**src/rtl/sqrt_seq_ctrl.sv**
```systemverilog
// Sequential 6-digit BCD integer square root: BCD->binary, 16-step non-restoring root,
// double-dabble back to BCD, behind a start/busy/done handshake.
module sqrt_seq_ctrl (
    input  logic        clk,
    input  logic        rst_n,
    input  logic        start,
    input  logic [23:0] in_dec,
    output logic        busy,
    output logic        done,
    output logic        err,
    output logic [23:0] out_dec
);

    localparam int unsigned DEC_W = 24;
    localparam int unsigned ACC_W = 32;
    localparam int unsigned Q_W   = 16;
    localparam int unsigned REM_W = 18;
    localparam int unsigned CNT_W = 5;

    typedef enum logic [2:0] {
        S_IDLE,
        S_LOAD,
        S_ROOT,
        S_CONV,
        S_DONE
    } state_t;

    state_t             r_state, w_state_nxt;
    logic [CNT_W-1:0]   r_cnt, w_cnt_nxt;
    logic [DEC_W-1:0]   r_digits, w_digits_nxt;
    logic [ACC_W-1:0]   r_acc, w_acc_nxt;
    logic [Q_W-1:0]     r_q, w_q_nxt;
    logic [REM_W-1:0]   r_rem, w_rem_nxt;
    logic [DEC_W-1:0]   r_bcd, w_bcd_nxt;
    logic               r_busy, w_busy_nxt;
    logic               r_done, w_done_nxt;
    logic               r_err, w_err_nxt;
    logic [DEC_W-1:0]   r_out, w_out_nxt;

    logic               w_bad;
    logic [REM_W-1:0]   w_right, w_left, w_rem_step;
    logic [DEC_W-1:0]   w_bcd_adj;

    assign busy    = r_busy;
    assign done    = r_done;
    assign err     = r_err;
    assign out_dec = r_out;

    // Any non-decimal nibble on the incoming radicand
    always_comb begin
        w_bad = 1'b0;
        for (int i = 0; i < 6; i++) begin
            if (in_dec[i*4 +: 4] > 4'd9) w_bad = 1'b1;
        end
    end

    // One non-restoring root step; r[17] is the sign of the partial remainder
    always_comb begin
        w_right    = {r_q, r_rem[17], 1'b1};
        w_left     = {r_rem[15:0], r_acc[31:30]};
        w_rem_step = r_rem[17] ? (w_left + w_right) : (w_left - w_right);
    end

    always_comb begin
        w_bcd_adj = r_bcd;
        for (int i = 0; i < 6; i++) begin
            w_bcd_adj[i*4 +: 4] = (r_bcd[i*4 +: 4] >= 4'd5) ? (r_bcd[i*4 +: 4] + 4'd3)
                                                             : r_bcd[i*4 +: 4];
        end
    end

    always_ff @(posedge clk or negedge rst_n) begin
        if (!rst_n) r_state <= S_IDLE;
        else        r_state <= w_state_nxt;
    end

    always_comb begin
        w_state_nxt  = r_state;
        w_cnt_nxt    = r_cnt;
        w_digits_nxt = r_digits;
        w_acc_nxt    = r_acc;
        w_q_nxt      = r_q;
        w_rem_nxt    = r_rem;
        w_bcd_nxt    = r_bcd;
        w_err_nxt    = r_err;
        w_out_nxt    = r_out;

        case (r_state)
            S_IDLE: begin
                if (start) begin
                    w_digits_nxt = in_dec;
                    w_cnt_nxt    = '0;
                    w_acc_nxt    = '0;
                    w_q_nxt      = '0;
                    w_rem_nxt    = '0;
                    w_bcd_nxt    = '0;
                    w_err_nxt    = w_bad;
                    if (w_bad) begin
                        w_out_nxt   = '0;
                        w_state_nxt = S_DONE;
                    end else begin
                        w_state_nxt = S_LOAD;
                    end
                end
            end
            S_LOAD: begin
                w_acc_nxt    = {r_acc[28:0], 3'b000} + {r_acc[30:0], 1'b0}
                             + ACC_W'(r_digits[23:20]);
                w_digits_nxt = {r_digits[19:0], 4'h0};
                w_cnt_nxt    = r_cnt + CNT_W'(1);
                if (r_cnt == CNT_W'(5)) begin
                    w_cnt_nxt   = '0;
                    w_state_nxt = S_ROOT;
                end
            end
            S_ROOT: begin
                w_acc_nxt = {r_acc[29:0], 2'b00};
                w_rem_nxt = w_rem_step;
                w_q_nxt   = {r_q[14:0], ~w_rem_step[17]};
                w_cnt_nxt = r_cnt + CNT_W'(1);
                if (r_cnt == CNT_W'(15)) begin
                    w_cnt_nxt   = '0;
                    w_state_nxt = S_CONV;
                end
            end
            S_CONV: begin
                w_bcd_nxt = {w_bcd_adj[22:0], r_q[15]};
                w_q_nxt   = {r_q[14:0], 1'b0};
                w_cnt_nxt = r_cnt + CNT_W'(1);
                if (r_cnt == CNT_W'(15)) begin
                    w_cnt_nxt   = '0;
                    w_out_nxt   = {w_bcd_adj[22:0], r_q[15]};
                    w_state_nxt = S_DONE;
                end
            end
            S_DONE: begin
                w_state_nxt = S_IDLE;
            end
            default: begin
                w_state_nxt = S_IDLE;
            end
        endcase

        w_busy_nxt = (w_state_nxt != S_IDLE);
        w_done_nxt = (w_state_nxt == S_DONE);
    end

    always_ff @(posedge clk or negedge rst_n) begin
        if (!rst_n) begin
            r_cnt    <= '0;
            r_digits <= '0;
            r_acc    <= '0;
            r_q      <= '0;
            r_rem    <= '0;
            r_bcd    <= '0;
            r_busy   <= 1'b0;
            r_done   <= 1'b0;
            r_err    <= 1'b0;
            r_out    <= '0;
        end else begin
            r_cnt    <= w_cnt_nxt;
            r_digits <= w_digits_nxt;
            r_acc    <= w_acc_nxt;
            r_q      <= w_q_nxt;
            r_rem    <= w_rem_nxt;
            r_bcd    <= w_bcd_nxt;
            r_busy   <= w_busy_nxt;
            r_done   <= w_done_nxt;
            r_err    <= w_err_nxt;
            r_out    <= w_out_nxt;
        end
    end

endmodule

```
**config.mk**
```make
export PLATFORM = sky130hd
export DESIGN_NAME = sqrt_seq_ctrl
export DESIGN_NICKNAME = d
export VERILOG_FILES = /design/src/rtl/sqrt_seq_ctrl.sv
export SDC_FILE = /design/constraint.sdc
export NUM_CORES = 1
export LEC_CHECK = 0
export CAP_MARGIN = 40
export CORE_UTILIZATION = 66
export DETAILED_ROUTE_END_ITERATION = 16
export PLACE_DENSITY = 0.85
export SLEW_MARGIN = 10
export SYNTH_ARGS = -nofsm -noshare
export SYNTH_HDL_FRONTEND = slang
export SYNTH_SLANG_ARGS = --single-unit
```
**constraint.sdc**
```tcl
create_clock -name clk -period 7.8 [get_ports clk]
set_input_delay 1.56 -clock clk [delete_from_list [all_inputs] [get_ports clk]]
set_output_delay 1.56 -clock clk [all_outputs]
set_load 0.005 [all_outputs]
```
==> results_dict.tcl <==
set metrics [dict create \
    status "completed" \
    ys_warn_count 0 \
    rows 43 \
    ys.flop_type "dfrtp_1" \
    fin_crit_sh_pct 47.29 \
    initial_core_util_pct 67.91 \
    tns_ns 0 \
    required_ns 8.16 \
    cts-htree-levels 4 \
    grt_pass1_vias 7898 \
    p_leak_nw 5.281 \
    p_int_mw 1.371 \
    gp_congestion 0.8928 \
    grt_max_degree 89 \
    hold_violations 0 \
    mappedNetlistNets 1172 \
    wirelength_mm 22.12 \
    cts_setup_buffers 0 \
    netlist_area_mm2 0.009427 \
    clock_power_share_pct 44.0 \
    timing.max_cap.violations 0 \
    cts_resized 0 \
    end_kind "flop" \
    grt.total_usage_pct 31.96 \
    cts_tree "built" \
    cts_buffers 17 \
    antenna_found_initial 0 \
    skew_ns 0.007466 \
    drt_iter0_drc 630 \
    synth_seq_cells 148 \
    grt_pass1_wl_mm 37.25 \
    nets 1212 \
    swShare_pct 26.72 \
    cts-hold-fix-buffers 0 \
    synth_edf_count 0 \
    crit_path_max_fanout 38 \
    die_y_um 121.5 \
    coreArea_mm2 0.01388 \
    arrival_ns 4.05 \
    dieArea_mm2 0.01476 \
    fin_crit_ns 3.688 \
    io_buffers 53 \
    clkLatencyLatePin_ns 0.43 \
    vias_per_cell 6.254 \
    path_class "in2reg" \
    fmax_mhz 271.1 \
    wl_per_cell_um 17.20 \
    die_x_um 121.5 \
    dr.pass1.iters 8 \
    cts.sinks 148 \
    syn_to_final_growth_pct 13.62 \
    root_buffer "clkbuf_16" \
    switching_power_mw 0.4997 \
    maxSlewViolCount 0 \
    holdWs_ns 0.4753 \
    synthArstFlopShare_pct 100.0 \
    ys_types 64 \
    rsz0062_at_grt "no" \
    tightest_slew_ns 0.8705 \
    clkTransAtPathRegs_ns 0.06 \
    drc_errors 0 \
    io_pins 54 \
    fillers 981 \
    grt-ovfl-total 0 \
    startpoint_type "primary input" \
    dpl.hpwl_mm 14.88 \
    drive_above_1_share_pct 4.973 \
    holdCritPathClass "reg2reg" \
    n_antenna_cell 0 \
    clockBufferDepth 2 \
    syn_area_per_cell_um2 8.952 \
    via_count 8043 \
    slew_headroom_pct 41.97 \
    setup_violations 0 \
    synth-seq-area-share_pct 39.29 \
    powerDensity_mw_per_mm2 174.6 \
    synth_cells 1053 \
    vdd_drop_max_mv 0.1558 \
    ant_nets 0 \
    seq_power_share_pct 45.2 \
    combinationalPowerShare_pct 10.8 \
]
## registers in the layout, indices dropped and copies added, names as in the netlist, 3 cells and up
register and flops:
out_dec 24, r_acc 32, r_bcd 24, r_cnt 5, r_digits 24, r_q 16, r_rem 17, r_state 3
## path summary, 6_finish.rpt
kind                                         from                     end  slack, ns  cells after the start
min reg2reg                out_dec[7]$_DFFE_PN0P_  out_dec[7]$_DFFE_PN0P_       0.48                      1
min                        out_dec[7]$_DFFE_PN0P_  out_dec[7]$_DFFE_PN0P_       0.48                      1
max                                         start  out_dec[4]$_DFFE_PN0P_       4.11                      7
max reg2reg                  r_acc[0]$_DFFE_PN0P_   r_acc[30]$_DFFE_PN0P_       4.47                     11
max in group asynchronous                   rst_n     r_q[11]$_DFFE_PN0P_       5.35                      2
min in group asynchronous                   rst_n      r_q[3]$_DFFE_PN0P_       1.20                      1
## worst max-delay path, cell delays in order
cell	delay, ns
clkdlybuf4s50_1	0.50
or4b_1	0.86
o21a_1	0.32
buf_4	0.24
inv_1	0.33
nand2_1	0.12
nand2_1	0.10
## layer usage
metal | GRT usage [%] | vias up | wire (um)
met3 | 6.156 | 49 | 985
li1 | - | 3850 | -
met2 | 53.48 | 218 | 11010
met4 | 12.81 | 0 | 586
met1 | 40.76 | 3926 | 9537
met5 | 0 | - | 0
## cells in the mapped netlist (4+ instances only)
cell type  number  area [um^2]
a211oi_1        7        52.55
a21o_1         35        262.8
a21oi_1        61        305.3
a221oi_1        4        35.03
a22o_1         19        166.4
a22oi_1        24        180.2
a31oi_1        26        162.7
and3_1         12        75.07
and4_1          5        43.79
buf_1           4        15.01
buf_2          13        65.06
clkbuf_1       24        90.09
dfrtp_1       148         3704
ha_1           90         1126
inv_1          38        142.6
mux2i_1         4        40.04
nand2_1       173        649.4
nand2b_1       21        131.4
nand3_1        16        80.08
nand4_1         5        31.28
nor2_1         63        236.5
nor2b_1         4        25.02
nor3_1         24        120.1
nor3b_1         4        30.03
o211ai_1        8        60.06
o21a_1         11        82.58
o21ai_0        80        400.4
o21ai_1        12        60.06
o31ai_1         4        30.03
xnor2_1        35        306.5
xor2_1         25        219.0
## power groups by stage
stage                     clock network (mW)  registers [mW]  logic (mW)
final                                  0.823           0.845       0.202
after global routing                   0.866           0.847       0.227
after CTS                              0.831           0.843       0.202
after detailed placement                   0           0.855       0.197
after global placement                     0           0.853       0.188
after floorplan                            0           0.845       0.134
## layout by cell type, fill, tap and decap left out, drive strengths merged, types with 21 or more instances in the layout
cell type | synthesis | routed
xor2 | 25 | 25
a21o | 35 | 35
inv | 38 | 42
clkdlybuf4s50 | 0 | 52
nand2 | 173 | 173
a22oi | 24 | 24
a21oi | 61 | 61
nor3 | 24 | 24
dfrtp | 148 | 148
ha | 90 | 90
nor2 | 63 | 63
nand2b | 21 | 21
xnor2 | 35 | 35
o21ai | 93 | 93
a31oi | 26 | 26
## cell type report
cell class / count / area [um^2] / area share [%]
inverter: 38 / 142.6 / 1.332
timing repair buffer: 65 / 660.6 / 6.168
tap: 180 / 225.2 / 2.103
clock buffer: 19 / 442.9 / 4.136
sequential: 148 / 3704 / 34.58
clock inverter: 13 / 147.6 / 1.379
multi-input combinational: 823 / 5388 / 50.30
## cell families (layout without fill, tap and decap cells)
| group | after synthesis | after routing | share of synthesized area [%] |
|---|---|---|---|
| compound gates | 320 | 320 | 21.89 |
| buf+inv | 82 | 135 | 3.677 |
| mux | 6 | 6 | 0.6637 |
| simple gates | 345 | 345 | 16.54 |
| xor+xnor | 60 | 60 | 5.575 |
| fa+ha+maj | 92 | 92 | 12.37 |
| flops | 148 | 148 | 39.29 |
## metrics by stage
| stage | util, % | area [um^2] | instances | setup WS [ns] | power, mW |
|---|---|---|---|---|---|
| final | 77.16 | 10710 | 1286 | 4.112 | 1.870 |
| after global routing | 77.16 | 10710 | 1286 | 3.996 | 1.940 |
| after CTS | 77.05 | 10700 | 1285 | 4.141 | 1.876 |
| after detailed placement | 72.80 | 10100 | 1253 | 3.750 | 1.052 |
| after global placement | 72.35 | 10040 | 1249 | 3.793 | 1.041 |
| after floorplan | - | 9427 | 1053 | 4.944 | 0.9785 |
No activity file was read; power rests on OpenSTA's default activity.
==> edit 1, RTL diff (same settings) <==
The localparam `CNT_W` goes from 5 to 10.
--- a/src/rtl/sqrt_seq_ctrl.sv
+++ b/src/rtl/sqrt_seq_ctrl.sv
@@ -15,7 +15,7 @@
     localparam int unsigned ACC_W = 32;
     localparam int unsigned Q_W   = 16;
     localparam int unsigned REM_W = 18;
-    localparam int unsigned CNT_W = 5;
+    localparam int unsigned CNT_W = 10;
 
     typedef enum logic [2:0] {
         S_IDLE,
Behaviour: no difference found for any inputs over 10 cycles, from zero or initial values and one cycle with rst_n low; that may be too few to reach the edited logic, so the function may still have changed.
==> edit 1 against the original RTL <==
- wire length down 2.8%
- synthesized area grew 2.1%
- die area rose by 2.0%
- utilization up 0.76 points
- critical path depth increased by 5
- setup slack improved by 59 ps
- sequential cell count up 5
- via count is 2.4% lower
- final area rose by 2.2%
- first-iteration DRC count down 7.8%
- power grew 1.4%
- critical path type is now flip-flop to flip-flop
- largest cell class unchanged
==> edit 1: results <==
[logic_synthesis]
synthMuxAreaShare = 0.0411
synth_compound_area_frac = 0.217
avgSynthCellArea_sq_um = 9.43
synth_cell_types = 70

[global_route]
grtUsageMet1 = 0.411

[layout]
final-clk-cell-share = 0.0528
seq_area_frac = 0.350
inv_count = 39
drive_above_1_share = 0.0607
final_cells = 1250
fill_cells = 915

[detailed_routing]
wl_per_cell_um = 17.2
drt_pass1_iterations = 5

[place]
place_congestion = 0.907
place_ws_ps = 3830

[timing]
max_slew.worst_pin.slew_ps = 842
timing.final.crit_share = 0.465
timing.hold.ws_ps = 482

[critical_path]
slowest_delay_ps = 510
ff2ff_setup_slack_ps = 4170
crit_family = compound AO/OA/AOI/OAI gates
critPathMaxFanout = 4

[pwr]
cellInternalPower_uw = 1410

[worst_hold_path]
hp-start = r_digits[2]$_DFFE_PN0P_

[run_status]
status = complete, no violations
==> edit 1: changes by cell type after synthesis, moves of 8 or more <==
cell      unedited run  this run
a31oi_1             26         4
clkbuf_1            24        38
mux2_1               0         8
mux2i_1              4        26
nand2_1            173       117
o21ai_0             80        97
o31ai_1              4        17
==> edit 1: kinds of logic after synthesis <==
group,count (synthesis)
multiplexers,38
adder cells (fa/ha/maj),90
AND/OR/NAND/NOR,266
AO/OA/AOI/OAI,323
flip-flops,153
buffers and inverters,86
XOR/XNOR,64
==> edit 1: power by group through the flow <==
stage / Sequential [uW] / Combinational (uW) / Clock [uW]
final: 877 / 204 / 815
after global routing: 881 / 228 / 858
after CTS: 876 / 205 / 822
after detailed placement: 888 / 199 / 0
after global placement: 888 / 183 / 0
after floorplan: 874 / 127 / 0
==> edit 2, RTL diff (same settings) <==
Without the edit above. The output `done` loses its register stage (`r_done` becomes a continuous assignment).
--- a/src/rtl/sqrt_seq_ctrl.sv
+++ b/src/rtl/sqrt_seq_ctrl.sv
@@ -154,7 +154,6 @@
             r_rem    <= '0;
             r_bcd    <= '0;
             r_busy   <= 1'b0;
-            r_done   <= 1'b0;
             r_err    <= 1'b0;
             r_out    <= '0;
         end else begin
@@ -165,11 +164,12 @@
             r_rem    <= w_rem_nxt;
             r_bcd    <= w_bcd_nxt;
             r_busy   <= w_busy_nxt;
-            r_done   <= w_done_nxt;
             r_err    <= w_err_nxt;
             r_out    <= w_out_nxt;
         end
     end
 
+    assign r_done = w_done_nxt;
+
 endmodule
 
Check against the original RTL: not equivalent (Yosys sat finds a counterexample within 4 cycles, from zero or initial values and one cycle with rst_n low).
==> edit 2 against the original RTL <==
- setup slack got worse by 1900 ps
- sequential cell count is 1 lower
- synthesized area fell by 0.27%
- power decreased by 0.85%
- die area down 0.26%
- final area decreased by 0.15%
- sequential share of layout area fell by 0.18 points
- wire length down 2.3%
==> edit 2: results <==
[global_route]
grt_max_degree = 70
grtUsageTotal = 0.317
grt_pass1_vias = 7853
grt_pass1_wl_um = 36900

[clock_tree]
cts_inserted_buffers = 17
clk-insertion-delay-late_ps = 430
clk_pin_slew_ps = 60
cts_setup_buffers = 0
postCtsHoldBufs = 0

[timing]
finClkSkew_ps = 7.93
max_slew.worst_pin.slew_ps = 879

[detailed_routing]
drt_pass1_iterations = 7
wl_met1_um = 9490
wl_met2_um = 10700
wl_per_cell_um = 16.8
drt_iter0_markers = 681
num_vias = 7987
wl_met3_um = 1030

[logic_synthesis]
synthXorXnorAreaFrac = 0.0559
synthAdderAreaFrac = 0.124
seq_area_frac_synth = 0.391
ys.flop_type = dfrtp_1
synth_compound_area_frac = 0.219
synth_common_cells = 173 x nand2_1, 147 x dfrtp_1, 90 x ha_1, 80 x o21ai_0, 63 x nor2_1
synthMuxAreaShare = 0.00665
synth.area.top_cells = dfrtp_1 39%, ha_1 12%, nand2_1 6.9%
synth_warnings = 0

[critical_path]
rr_endpoint = r_acc[30]$_DFFE_PN0P_
cp.arrival_ps = 4070
endpoint = done
critPathMaxFanout = 38
ff2ff_setup_slack_ps = 4430

[pwr]
peakVddDrop_mv = 0.172
p_leak_uw = 0.00527
swShare = 0.257

[layout]
top_register = r_acc
antenna_cells = 0
nets = 1211
drive_above_1_share = 0.0462

[run_status]
status = complete, no violations

[place]
place_congestion = 0.872
place_hpwl_um = 14800
[edit 2: cells by family after synthesis]
family                   after synthesis
buffers and inverters                 82
AND/OR/NAND/NOR                      345
adder cells (fa/ha/maj)               92
multiplexers                           6
flip-flops                           147
XOR/XNOR                              60
AO/OA/AOI/OAI                        320
[edit 2: layout make-up]
| class | count | area (sq um) |
|---|---|---|
| multi-input cells | 823 | 5390 |
| repair buffers | 65 | 682 |
| clock inverters | 8 | 103 |
| well taps | 180 | 225 |
| clock buffers | 23 | 478 |
| flip-flops and latches | 147 | 3680 |
| fillers | 992 | 3190 |
| inverters | 38 | 143 |
[edit 2: worst min-delay path by stage]
stage	start	endpoint	slack [ps]	cells after the start
6_report	out_dec[12]$_DFFE_PN0P_	out_dec[12]$_DFFE_PN0P_	470	2
5_1_grt	out_dec[12]$_DFFE_PN0P_	out_dec[12]$_DFFE_PN0P_	490	2
4_1_cts	out_dec[12]$_DFFE_PN0P_	out_dec[12]$_DFFE_PN0P_	470	2
3_5_place_dp	out_dec[12]$_DFFE_PN0P_	out_dec[12]$_DFFE_PN0P_	460	2
3_3_place_gp	out_dec[2]$_DFFE_PN0P_	out_dec[2]$_DFFE_PN0P_	450	2
2_1_floorplan	r_digits[19]$_DFFE_PN0P_	r_digits[23]$_DFFE_PN0P_	450	2
[edit 2: worst max-delay path: cells and delay by family]
kind / cells / cell delay, ps
AND/OR/NAND/NOR: 1 / 850
AO/OA/AOI/OAI: 1 / 320
buffers and inverters: 4 / 1320
[edit 2: power by group through the flow]
| stage | registers, uW | clock network, uW | logic [uW] |
|---|---|---|---|
| finish | 839 | 809 | 207 |
| global route | 844 | 849 | 235 |
| CTS | 838 | 816 | 207 |
| detailed placement | 849 | 0 | 205 |
| global placement | 848 | 0 | 190 |
| floorplan | 839 | 0 | 134 |
[edit 2: through the flow]
| stage | utilization | setup WS (ps) | std cells | cell area [sq um] |
|---|---|---|---|---|
| detailed placement | 0.729 | 2170 | 1253 | 10100 |
| global placement | 0.722 | 2170 | 1249 | 10000 |
| floorplan | - | 3560 | 1052 | 9400 |
| finish | 0.770 | 2170 | 1284 | 10700 |
| CTS | 0.770 | 2160 | 1284 | 10700 |
| global route | 0.770 | 2020 | 1284 | 10700 |
[edit 2: per-layer routing]
layer	vias to the layer above	global-route usage
met2	224	0.528
li1	3864	-
met4	0	0.112
met5	-	0
met1	3857	0.411
met3	42	0.0611
